<file path="src/rtl/d_inst_queue_if.sv">
// Fetch-to-decode channel bundle for the decode-stage instruction queue.
// The queue takes the slave modport; the fetch/decode side takes the master.
interface d_inst_queue_if #(
  parameter int PRED_W = 8,
  parameter int EXC_W  = 8
);
  logic                   in_valid;
  logic                   in_ready;
  logic [1:0]             in_mask;
  logic [31:0]            in_pc;
  logic [1:0][31:0]       in_insts;
  logic [1:0][PRED_W-1:0] in_pred;
  logic [1:0][EXC_W-1:0]  in_exc;

  logic                   out_valid;
  logic                   out_ready;
  logic [1:0]             out_mask;
  logic [1:0][31:0]       out_pc;
  logic [1:0][31:0]       out_insts;
  logic [1:0][PRED_W-1:0] out_pred;
  logic [1:0][EXC_W-1:0]  out_exc;

  modport master (
    output in_valid, in_mask, in_pc, in_insts, in_pred, in_exc, out_ready,
    input  in_ready, out_valid, out_mask, out_pc, out_insts, out_pred, out_exc
  );

  modport slave (
    input  in_valid, in_mask, in_pc, in_insts, in_pred, in_exc, out_ready,
    output in_ready, out_valid, out_mask, out_pc, out_insts, out_pred, out_exc
  );
endinterface

</file>
<file path="src/rtl/d_inst_queue.sv">
// Decode-stage instruction queue: compacts 2-lane fetch packets into a circular buffer
// and presents up to 2 oldest instructions. Optional empty-queue bypass: D_INST_QUEUE_BYPASS_EN.
module d_inst_queue #(
  parameter int DEPTH  = 8,
  parameter int PRED_W = 8,
  parameter int EXC_W  = 8
) (
  input logic           clk,
  input logic           rst_n,
  input logic           flush,
  d_inst_queue_if.slave q
);
  localparam int PW = $clog2(DEPTH);
  localparam int CW = PW + 1;

  typedef struct packed {
    logic [31:0]       pc;
    logic [31:0]       inst;
    logic [PRED_W-1:0] pred;
    logic [EXC_W-1:0]  exc;
  } entry_t;

  function automatic logic [1:0] popcnt2(input logic [1:0] m);
    return {m[1] & m[0], m[1] ^ m[0]};
  endfunction

  entry_t         mem [DEPTH];
  logic [PW-1:0]  rd_ptr, wr_ptr;
  logic [CW-1:0]  count;

  entry_t         lane0, lane1, lane_c0;
  entry_t         slot0, slot1, o0, o1;
  logic           rdy, qv, byp, push_en, pop_en;
  logic [1:0]     qmask, pushed, popped;

  // Lane 1 always sits at pc|4; a lone lane 1 is compacted down into slot 0.
  always_comb begin
    lane0   = '{pc: q.in_pc,          inst: q.in_insts[0], pred: q.in_pred[0], exc: q.in_exc[0]};
    lane1   = '{pc: q.in_pc | 32'h4,  inst: q.in_insts[1], pred: q.in_pred[1], exc: q.in_exc[1]};
    lane_c0 = q.in_mask[0] ? lane0 : lane1;
  end

  assign slot0 = mem[rd_ptr];
  assign slot1 = mem[rd_ptr + PW'(1)];
  assign rdy   = (count <= CW'(DEPTH - 2));
  assign qv    = (count != '0);
  assign qmask = {count >= CW'(2), qv};

`ifdef D_INST_QUEUE_BYPASS_EN
  // Empty queue with a ready decoder: fetch lanes go straight through, nothing is stored.
  assign byp = (count == '0) & q.out_ready & ~flush;

  always_comb begin
    q.out_valid = qv;
    q.out_mask  = qmask;
    o0          = slot0;
    o1          = slot1;
    if (byp) begin
      q.out_valid = q.in_valid & (|q.in_mask);
      q.out_mask  = q.in_valid ? {&q.in_mask, |q.in_mask} : 2'b00;
      o0          = lane_c0;
      o1          = lane1;
    end
  end
`else
  assign byp = 1'b0;

  always_comb begin
    q.out_valid = qv;
    q.out_mask  = qmask;
    o0          = slot0;
    o1          = slot1;
  end
`endif

  assign q.in_ready     = rdy;
  assign q.out_pc[0]    = o0.pc;
  assign q.out_pc[1]    = o1.pc;
  assign q.out_insts[0] = o0.inst;
  assign q.out_insts[1] = o1.inst;
  assign q.out_pred[0]  = o0.pred;
  assign q.out_pred[1]  = o1.pred;
  assign q.out_exc[0]   = o0.exc;
  assign q.out_exc[1]   = o1.exc;

  assign push_en = q.in_valid & rdy & ~flush & ~byp;
  assign pop_en  = qv & q.out_ready & ~flush;
  assign pushed  = push_en ? popcnt2(q.in_mask) : 2'd0;
  assign popped  = pop_en  ? popcnt2(qmask)     : 2'd0;

  // Control state: flush beats any handshake in the same cycle.
  always_ff @(posedge clk or negedge rst_n) begin
    if (!rst_n) begin
      rd_ptr <= '0;
      wr_ptr <= '0;
      count  <= '0;
    end else if (flush) begin
      rd_ptr <= '0;
      wr_ptr <= '0;
      count  <= '0;
    end else begin
      wr_ptr <= wr_ptr + PW'(pushed);
      rd_ptr <= rd_ptr + PW'(popped);
      count  <= count + CW'(pushed) - CW'(popped);
    end
  end

  // Entry payload carries no reset; occupancy alone decides validity.
  always_ff @(posedge clk) begin
    if (push_en) begin
      if (|q.in_mask) mem[wr_ptr]          <= lane_c0;
      if (&q.in_mask) mem[wr_ptr + PW'(1)] <= lane1;
    end
  end
endmodule

</file>
<file path="src/flat_wrapper.sv">
// flat-port wrapper written by rule: the top's interface ports become plain ports
module d_inst_queue_flat 
#(
  parameter int DEPTH  = 8,
  parameter int PRED_W = 8,
  parameter int EXC_W  = 8
)
  (clk, rst_n, flush, q_in_valid, q_in_mask, q_in_pc, q_in_insts, q_in_pred, q_in_exc, q_out_ready, q_in_ready, q_out_valid, q_out_mask, q_out_pc, q_out_insts, q_out_pred, q_out_exc);
  d_inst_queue_if #(.PRED_W(PRED_W), .EXC_W(EXC_W)) q_i ();
  input logic clk;
  input logic rst_n;
  input logic flush;
  input wire logic [$bits(q_i.in_valid)-1:0] q_in_valid;
  input wire logic [$bits(q_i.in_mask)-1:0] q_in_mask;
  input wire logic [$bits(q_i.in_pc)-1:0] q_in_pc;
  input wire logic [$bits(q_i.in_insts)-1:0] q_in_insts;
  input wire logic [$bits(q_i.in_pred)-1:0] q_in_pred;
  input wire logic [$bits(q_i.in_exc)-1:0] q_in_exc;
  input wire logic [$bits(q_i.out_ready)-1:0] q_out_ready;
  output wire logic [$bits(q_i.in_ready)-1:0] q_in_ready;
  output wire logic [$bits(q_i.out_valid)-1:0] q_out_valid;
  output wire logic [$bits(q_i.out_mask)-1:0] q_out_mask;
  output wire logic [$bits(q_i.out_pc)-1:0] q_out_pc;
  output wire logic [$bits(q_i.out_insts)-1:0] q_out_insts;
  output wire logic [$bits(q_i.out_pred)-1:0] q_out_pred;
  output wire logic [$bits(q_i.out_exc)-1:0] q_out_exc;
  assign q_i.in_valid = q_in_valid;
  assign q_i.in_mask = q_in_mask;
  assign q_i.in_pc = q_in_pc;
  assign q_i.in_insts = q_in_insts;
  assign q_i.in_pred = q_in_pred;
  assign q_i.in_exc = q_in_exc;
  assign q_i.out_ready = q_out_ready;
  assign q_in_ready = q_i.in_ready;
  assign q_out_valid = q_i.out_valid;
  assign q_out_mask = q_i.out_mask;
  assign q_out_pc = q_i.out_pc;
  assign q_out_insts = q_i.out_insts;
  assign q_out_pred = q_i.out_pred;
  assign q_out_exc = q_i.out_exc;
  d_inst_queue #(.DEPTH(DEPTH), .PRED_W(PRED_W), .EXC_W(EXC_W)) u_core (.clk(clk), .rst_n(rst_n), .flush(flush), .q(q_i));
endmodule
</file>
<file path="config.mk">
export PLATFORM = sky130hd
export DESIGN_NAME = d_inst_queue_flat
export DESIGN_NICKNAME = d
export VERILOG_FILES = /design/src/rtl/d_inst_queue_if.sv /design/src/rtl/d_inst_queue.sv /design/src/flat_wrapper.sv
export SDC_FILE = /design/constraint.sdc
export NUM_CORES = 1
export LEC_CHECK = 0
export CORE_MARGIN = 1
export CORE_UTILIZATION = 49
export CTS_CLUSTER_DIAMETER = 80
export DETAILED_ROUTE_END_ITERATION = 10
export PLACE_DENSITY = 0.69
export SLEW_MARGIN = 20
export SYNTH_ARGS = -nofsm -noshare
export SYNTH_HDL_FRONTEND = slang
export SYNTH_SLANG_ARGS = --single-unit
</file>
<file path="constraint.sdc">
create_clock -name clk -period 8.1 [get_ports clk]
set_input_delay 1.62 -clock clk [delete_from_list [all_inputs] [get_ports clk]]
set_output_delay 1.62 -clock clk [all_outputs]
set_load 0.01 [all_outputs]
</file>
# After elaboration in Yosys (flattened, before gate mapping)
# Memory sizes are Yosys's and may differ from the RTL's.
# Index checks and enable logic that the tools add are counted.
[classes]
n_lt_le_gt_ge = 2
n_reduce_logical = 3
addsub = 6
mux = 12
n_bitwise = 9
[op_table]
columns = ["operator", "count"]
rows = [
  ["51-bit 2-to-1 mux", 1],
  ["3-bit by 1-bit adder with 3-bit output, second input constant", 2],
  ["3-bit by 2-bit adder with 3-bit output", 2],
  ["1-bit AND", 6],
  ["1-bit 2-to-1 mux", 6],
  ["3-bit 2-to-1 mux", 2],
  ["4-bit by 2-bit adder with 4-bit output", 1],
  ["4-bit by 2-bit >= comparator with 1-bit output, second input constant", 1],
  ["4-bit by 3-bit less-or-equal comparator with 1-bit output, second input constant", 1],
  ["2-bit 2-to-1 mux", 2],
  ["4-bit 2-to-1 mux", 1],
  ["4-bit nonzero test", 1],
  ["4-bit by 2-bit subtractor with 4-bit output", 1],
  ["2-bit AND reduction", 1],
  ["2-bit OR reduction", 1],
  ["1-bit XOR", 2],
  ["1-bit NOT", 1],
]
[totals]
ff_bits = 10
word_cells = 36
ram_bits = 640
output_inout_bits = 164
input_bits = 135
mem_count = 1
[mem_list]
columns = ["memory", "depth", "width", "rd", "rd_ports_with_merged_regs", "wr", "line", "source"]
rows = [
  ["u_core.mem", 8, 80, 2, 0, 2, "d_inst_queue.sv:27", "entry_t mem [DEPTH];"],
]

# Depth between registers and ports, before layout
# Gate-level depths: netlist of run 1.
[depth]
word_depth = 7
mapped_depth = 14
ltp_nobuf = 12

# Worst setup path before layout of run 1
# Ideal clock, no wire load.
[synth_timing]
kind = "input port to flip-flop"
from = "in q_in_mask[0]"
to = "mem u_core.mem[0][0] (netlist name), enable pin"
t_arrival_ns = 6.569
setup_ns = 0.517
setup_slack_ns = 1.014
stages = 9
t_required_ns = 7.583
cell_sequence = "buf_2 -> buf_2 -> buf_2 -> inv_1 -> ha_1 -> nor3_1 -> a21oi_1 -> clkbuf_1 -> nor2_1"
[synth_rtl]
columns = ["item", "line", "source"]
rows = [
  ["from (decl)", "flat_wrapper.sv:14", "input wire logic [$bits(q_i.in_mask)-1:0] q_in_mask;"],
  ["to (decl)", "d_inst_queue.sv:27", ""],
]

# Worst setup path after layout of run 1
[layout_timing]
from = "reg u_core.rd_ptr[0]"
to = "out q_out_pc[54]"
[layout_via]
elab_chain_len = 2
[layout_lines]
columns = ["item", "line", "source"]
rows = [
  ["from (decl)", "d_inst_queue.sv:28", "logic [PW-1:0] rd_ptr, wr_ptr;"],
  ["from (signal assigned)", "d_inst_queue.sv:103", "rd_ptr <= rd_ptr + PW'(popped);"],
  ["3-bit by 1-bit adder with 3-bit output", "d_inst_queue.sv:44", "assign slot1 = mem[rd_ptr + PW'(1)];"],
  ["memory read 8 x 80 bit", "n/a", ""],
  ["to (decl)", "flat_wrapper.sv:23", "output wire logic [$bits(q_i.out_pc)-1:0] q_out_pc;"],
]
# No other way between the ends.

==> impl_results.rst, run 1 <==
.. list-table::
   :header-rows: 1

   * - Metric
     - Value
   * - Result of the run
     - complete, no violations
   * - Worst Path Arrival
     - 4.40 ns
   * - Library cell occupying the most area in the post-synthesis netlist
     - sky130_fd_sc_hd__edfxtp_1
   * - Worst path cell trace
     - ha_4 -> buf_4 -> mux4_2 -> mux2_2 -> clkdlybuf4s50_1
   * - Overflow left after global routing
     - 0
   * - RSZ-0062 raised after global routing
     - false
   * - Normalized max-slew margin
     - 22.3%
   * - Effective utilization at floorplan
     - 49.6%
   * - Iteration count of the initial detailed-routing pass
     - 5
   * - Slowest cell on crit path
     - sky130_fd_sc_hd__dfrtp_4
   * - Htree depth
     - 3
   * - Share of final-layout standard cells stronger than drive strength 1
     - 27.5%
   * - Height of the chip
     - 271 um
   * - Final number of hold-violating endpoints
     - 0
   * - Vias in the first global route
     - ~24,000
   * - Maximum count of clock buffers along a single path
     - 3
   * - Tightest hold margin
     - between 0.5 and 0.6 ns
   * - Layout overhead on the synthesized area
     - 16.4%
   * - Power, Total
     - 10.7 mW
   * - Slew at the pin with the worst max-slew slack
     - 1.17 ns
   * - Clock slew seen by the registers of the worst setup and hold paths
     - approximately 0.06 ns
   * - Core Area
     - 71,600 um^2
   * - Routability congestion estimate
     - just under 0.8
   * - Critical Path End Type
     - output pin
   * - Highest-count cells in the layout ignoring fill and taps
     - sky130_fd_sc_hd__edfxtp_1, sky130_fd_sc_hd__o2bb2ai_1, sky130_fd_sc_hd__mux4_2
   * - Clk sink count
     - 650
   * - Pins over their slew limit
     - 0
   * - CTS tree
     - done
   * - Maximum fanout along the worst path
     - 47
   * - First DRT Iteration DRCs
     - between 2,000 and 3,000
   * - Data required time of the worst path
     - 6.48 ns
   * - Half-perimeter wire length of the detailed placement result
     - 57,400 um
   * - Number of flops mapped to enable cells by yosys
     - 632
   * - #FFs+latches synth
     - 650
   * - I/O pin cnt
     - 299
   * - Clock Skews
     - 0.0303 ns
   * - Post-synthesis net count
     - 2,384
   * - Mean instance size in the synthesized netlist
     - approximately 16 um^2
   * - Synth top area cells
     - sky130_fd_sc_hd__edfxtp_1, sky130_fd_sc_hd__mux4_2, sky130_fd_sc_hd__o2bb2ai_1
   * - Via count
     - 23,500
   * - Maximum clock frequency
     - between 0.15 and 0.2 GHz
   * - Mapped Area
     - 35,500 um^2
   * - Total routed wirelength
     - 110,000 um
   * - Number of nets with antenna violations after detailed routing
     - 0
   * - Total Nets Final
     - 2,549
   * - Unique masters post-synth
     - slightly above 40
   * - WS Path Type
     - flop to output pin
   * - Clock Latency Late Sink
     - 0.63 ns
   * - Post-cts resize count
     - 0
   * - Setup Viol. Count Final
     - 0
   * - Pin count of the biggest net entering global routing
     - 142
   * - CP Launch Type
     - flop
   * - Average wire per standard cell
     - 32.3 um
   * - Final total negative setup slack
     - 0 ns
   * - Die ar.
     - 73,600 um^2
   * - CTS Hold Buffers Added
     - 0
   * - Slowest Stage Delay on Critical Path
     - 0.94 ns
   * - Yosys Warn Count
     - 0
   * - Setup fix buffers added after clock tree synthesis
     - 0
   * - Crit share post-route
     - 74.3%
   * - Number of buffers created by CTS
     - 71
   * - DRC violation count after routing
     - 0
   * - Antenna violations before repair
     - 12
   * - Asr flop ratio synth
     - 1.54%
   * - Count of mapped cells out of synthesis
     - between 2,000 and 2,500
   * - Port Buf Inserts
     - 298
   * - Max-cap violations
     - 0
   * - Fraction of synthesized cell area taken by the top area cell type
     - roughly 53%
   * - Leakage dissipation
     - 12.3 nW
   * - Total power divided by cell area
     - between 200 and 300 nW/um^2
   * - Most common cell after layout, fill and taps aside
     - sky130_fd_sc_hd__edfxtp_1
   * - Total global-route track usage
     - 29.8%
   * - Worst vdd rail ir drop
     - 0.206 mV
   * - Share of the yosys chip area belonging to registers
     - 54.6%
   * - Via/cell ratio
     - a little under 7
   * - Width of the die
     - 271 um
   * - Cell Rows
     - 98
   * - Worst hold-check path type
     - flop to flop
   * - Dominant synthesized flop cell
     - sky130_fd_sc_hd__edfxtp_1
   * - First-pass GRT wire length
     - roughly 160,000 um
   * - Root buffer cell
     - sky130_fd_sc_hd__clkbuf_16
   * - Minimum clock period
     - 6.02 ns
-- synth_stat cells (2+ instances only) --
cell type / number
sky130_fd_sc_hd__nor3b_2: 2
sky130_fd_sc_hd__mux2_2: 160
sky130_fd_sc_hd__dfrtp_1: 10
sky130_fd_sc_hd__ha_1: 13
sky130_fd_sc_hd__o2bb2ai_1: 384
sky130_fd_sc_hd__fa_1: 4
sky130_fd_sc_hd__nor3_1: 9
sky130_fd_sc_hd__buf_6: 4
sky130_fd_sc_hd__xnor2_1: 3
sky130_fd_sc_hd__mux2i_1: 56
sky130_fd_sc_hd__buf_4: 47
sky130_fd_sc_hd__and2_1: 3
sky130_fd_sc_hd__nand2b_1: 2
sky130_fd_sc_hd__clkbuf_1: 70
sky130_fd_sc_hd__nor2_1: 266
sky130_fd_sc_hd__mux4_2: 320
sky130_fd_sc_hd__nor2_2: 3
sky130_fd_sc_hd__xor2_1: 2
sky130_fd_sc_hd__o211ai_1: 8
sky130_fd_sc_hd__buf_1: 54
sky130_fd_sc_hd__dfxtp_1: 8
sky130_fd_sc_hd__buf_2: 82
sky130_fd_sc_hd__o21ai_0: 8
sky130_fd_sc_hd__a21oi_1: 9
sky130_fd_sc_hd__nand3_1: 4
sky130_fd_sc_hd__edfxtp_1: 632
sky130_fd_sc_hd__inv_1: 14
sky130_fd_sc_hd__nand2_1: 37
sky130_fd_sc_hd__nor2b_1: 6
-- cell families (layout without fill, tap and decap cells) --
kind of cell	Yosys count	after routing	share of synthesized area [%]
flip-flops	650	650	54.6
buffers and inverters	271	492	3.73
adder cells (fa/ha/maj)	17	17	0.683
multiplexers	536	536	26.9
AND/OR/NAND/NOR	337	337	3.88
AO/OA/AOI/OAI	414	414	10.0
XOR/XNOR	7	7	0.215
other	0	5	0
-- power breakdown --
part           total (mW)  switching, mW  internal [mW]
sequential           3.85          0.101           3.75
combinational        3.63           1.65           1.98
clock                3.20           1.38           1.82
-- worst paths after layout --
check                                                from                             end  slack, ns  cells after the start
setup / recovery               u_core.rd_ptr[0]$_DFF_PN0_                    q_out_pc[54]       2.08                      5
hold / removal             u_core.mem[6][50]$_SDFFE_PP1P_  u_core.mem[6][50]$_SDFFE_PP1P_       0.52                      2
setup reg to reg                u_core.count[3]$_DFF_PN0_     u_core.mem[1][36]$_DFFE_PP_       4.24                      7
hold reg to reg            u_core.mem[6][50]$_SDFFE_PP1P_  u_core.mem[6][50]$_SDFFE_PP1P_       0.52                      2
max in group asynchronous                           rst_n      u_core.rd_ptr[2]$_DFF_PN0_       6.40                      1
min in group asynchronous                           rst_n      u_core.rd_ptr[0]$_DFF_PN0_       1.34                      1
-- layout make-up --
type                            count  area, um^2
Tap cell                          950        1190
Multi-Input combinational cell   1311       15100
Timing Repair Buffer              349        3400
Inverter                           14        52.6
Clock buffer                       81        1810
Antenna cell                        5        12.5
Sequential cell                   650       19400
Fill cell                        5450       30200
Clock inverter                     48         444
-- through the flow --
stage               worst slack, ns  cells  util, %  cell area [um^2]
global placement               2.76   3274     54.6             39100
floorplan                      1.01   2232        -             35500
finish                         2.08   3408     57.8             41400
global route                   1.92   3407     57.8             41400
detailed placement             2.71   3274     54.6             39100
CTS                            2.06   3403     57.8             41400
-- critical path, delay by kind of cell (launching register included) --
family | cells | cell delay, ns
multiplexers | 2 | 0.72
flip-flops | 1 | 0.94
adder cells (fa/ha/maj) | 1 | 0.79
buffers and inverters | 2 | 1.28
-- layer usage --
metal	vias up	GRT usage (%)	wire length [um]
met1	12200	39.0	40200
met4	14	10.8	3560
li1	9573	-	-
met2	1475	49.5	54800
met5	-	0	89
met3	246	6.15	11500
-- state kept, by name (all words and copies together) (netlist names) --
name	flops
u_core.mem	640
u_core.count	4
u_core.rd_ptr	3
u_core.wr_ptr	3
Power figures use the tool's default switching activity.
==> inputs of run 2 (changes only) <==
PLACE_DENSITY = 0.72   (was 0.69)
clock period = 5.16 ns   (was 8.1 ns; I/O delays follow)
==> impl_results.rst, run 2 (synthesized netlist as in run 1, its figures left out) <==
.. list-table::
   :header-rows: 1

   * - Metric
     - Value
   * - Result of the run
     - complete, no violations
   * - Iteration count of the initial detailed-routing pass
     - 5
   * - Share of final-layout standard cells stronger than drive strength 1
     - 27.5%
   * - Setup slack, reg-to-reg
     - 1.56 ns
   * - Sequential share of power
     - 36.1%
   * - Worst vdd rail ir drop
     - 0.350 mV
   * - Proportion of power drawn by combinational gates
     - between 30% and 40%
   * - Leakage dissipation
     - 12.4 nW
   * - Die ar.
     - between 70,000 and 80,000 um^2
   * - Cell Rows
     - 98
   * - Normalized max-slew margin
     - 26.9%
   * - Slowest Stage Delay on Critical Path
     - 0.78 ns
   * - Total Nets Final
     - about 2,600
   * - Core Area
     - a little over 70,000 um^2
   * - Average wire per standard cell
     - 31.6 um
   * - Worst Path Arrival
     - about 3.7 ns
   * - Final total negative setup slack
     - 0 ns
   * - Clock Skews
     - 0.0191 ns
   * - Design internal power
     - around 12 mW
   * - Crit share post-route
     - about 92%
   * - Total power divided by cell area
     - between 400 and 500 nW/um^2
   * - Number of buffers created by CTS
     - between 70 and 80
   * - Maximum fanout along the worst path
     - 29
   * - CTS Hold Buffers Added
     - 0
   * - Data required time of the worst path
     - 4.13 ns
   * - Critical Path End Type
     - output pin
   * - Root buffer cell
     - sky130_fd_sc_hd__clkbuf_16
   * - Setup fix buffers added after clock tree synthesis
     - 0
   * - Pin count of the biggest net entering global routing
     - approximately 130
   * - RSZ-0062 raised after global routing
     - false
   * - Via/cell ratio
     - 6.93
   * - Slowest cell on crit path
     - sky130_fd_sc_hd__ha_4
   * - WS Path Type
     - flop to output pin
   * - Vias in the first global route
     - 24,500
   * - Critical path buffers and inverters
     - 2
   * - Routability congestion estimate
     - 0.826
   * - Maximum count of clock buffers along a single path
     - 3
   * - Htree depth
     - 3
   * - Maximum clock frequency
     - 0.210 GHz
   * - Number of nets with antenna violations after detailed routing
     - 0
   * - Tightest hold margin
     - between 0.5 and 0.6 ns
   * - Clock Latency Late Sink
     - 0.62 ns
   * - CTS tree
     - done
   * - Max-cap violations
     - 0
   * - First-pass GRT wire length
     - 158,000 um
   * - Clock power share
     - 28.5%
   * - Worst path cell trace
     - ha_4 -> buf_4 -> mux4_2 -> mux2_2 -> clkdlybuf4s50_1
   * - Registers with the most flip-flops
     - u_core.mem x640, u_core.count x4
   * - Layout overhead on the synthesized area
     - 16.8%
   * - Slew at the pin with the worst max-slew slack
     - 1.10 ns
   * - Clock slew seen by the registers of the worst setup and hold paths
     - 0.06 ns
   * - Reg with most FFs
     - u_core.mem
   * - Minimum clock period
     - 4.76 ns
   * - Overflow left after global routing
     - 0
   * - Via count
     - 23,700
   * - Max FFs per register
     - 640
   * - Pins over their slew limit
     - 0
   * - Antenna violations before repair
     - 2
   * - Total global-route track usage
     - between 20% and 30%
   * - Setup Viol. Count Final
     - 0
   * - Most common cell after layout, fill and taps aside
     - sky130_fd_sc_hd__edfxtp_1
   * - Worst hold-check path type
     - flop to flop
   * - Clk sink count
     - between 600 and 700
   * - DRC violation count after routing
     - 0
   * - CP Launch Type
     - flop
   * - Fraction of power spent switching nets
     - 29.9%
   * - Height of the chip
     - 271 um
   * - First DRT Iteration DRCs
     - 2,955
   * - Final number of hold-violating endpoints
     - 0
   * - Width of the die
     - 271 um
   * - Effective utilization at floorplan
     - 49.6%
   * - Half-perimeter wire length of the detailed placement result
     - just over 60,000 um
   * - I/O pin cnt
     - 299
   * - Switching power of the nets
     - 4.97 mW
   * - Highest-count cells in the layout ignoring fill and taps
     - sky130_fd_sc_hd__edfxtp_1, sky130_fd_sc_hd__o2bb2ai_1, sky130_fd_sc_hd__mux4_2
   * - Total routed wirelength
     - 108,000 um
   * - Post-cts resize count
     - 0
   * - Top delay family on crit path
     - buffers and inverters
   * - Port Buf Inserts
     - 298
-- run 2: cell count changes in the layout (fill, tap and decap cells not counted), sizes merged --
cell / delta
clkinv: -1
clkbuf: +6
buf: +12
clkinvlp: -3
inv: -1
diode: -2
bufinv: -5
-- run 2: area by class of cell --
type / instances / area, um^2
clock buffers: 87 / 1860
diodes: 3 / 7.51
well taps: 950 / 1190
repair buffers: 361 / 3670
fillers: 5369 / 30100
inverters: 14 / 52.6
clock inverters: 38 / 258
flip-flops and latches: 650 / 19400
multi-input cells: 1311 / 15100
-- run 2: worst reg2reg max path: stages, from the launching register on --
cell	delay, ns
sky130_fd_sc_hd__dfrtp_1	0.40
sky130_fd_sc_hd__inv_1	0.12
sky130_fd_sc_hd__ha_1	0.19
sky130_fd_sc_hd__nand2_1	0.40
sky130_fd_sc_hd__o21a_1	0.31
sky130_fd_sc_hd__nand3_1	0.64
sky130_fd_sc_hd__nor2_4	0.30
sky130_fd_sc_hd__buf_4	0.79
-- run 2: final timing paths --
check	startpoint	endpoint	depth (start not counted)
max in group asynchronous	rst_n	u_core.rd_ptr[0]$_DFF_PN0_	1
min in group asynchronous	rst_n	u_core.rd_ptr[2]$_DFF_PN0_	1
hold reg to reg	u_core.mem[6][50]$_SDFFE_PP1P_	u_core.mem[6][50]$_SDFFE_PP1P_	2
hold / removal	u_core.mem[6][50]$_SDFFE_PP1P_	u_core.mem[6][50]$_SDFFE_PP1P_	2
setup reg to reg	u_core.count[3]$_DFF_PN0_	u_core.mem[7][40]$_DFFE_PP_	7
setup / recovery	u_core.rd_ptr[0]$_DFF_PN0_	q_out_pc[63]	5
-- run 2: stage by stage --
step	instance area, um^2	setup slack [ns]	power, mW	util [%]	instances
CTS	41500	0.368	16.7	57.9	3410
floorplan	35600	0.198	9.78	-	2232
global placement	39300	1.08	11.9	54.9	3285
global route	41500	0.311	17.2	57.9	3412
detailed placement	39300	1.03	12.0	54.9	3285
finish	41500	0.400	16.6	58.0	3414
-- run 2: routing by layer --
metal	GRT usage (%)	wire [um]
met1	37.9	39700
met2	47.8	53200
met3	6.02	11100
met4	11.4	3950
met5	0	13
-- run 2: power by group through the flow --
stage               logic, mW  registers, mW  clock network (mW)
floorplan                3.73           6.04                   0
global placement         5.83           6.10                   0
detailed placement       5.90           6.11                   0
CTS                      5.94           6.00                4.77
global route             6.21           6.02                4.97
finish                   5.90           6.01                4.74
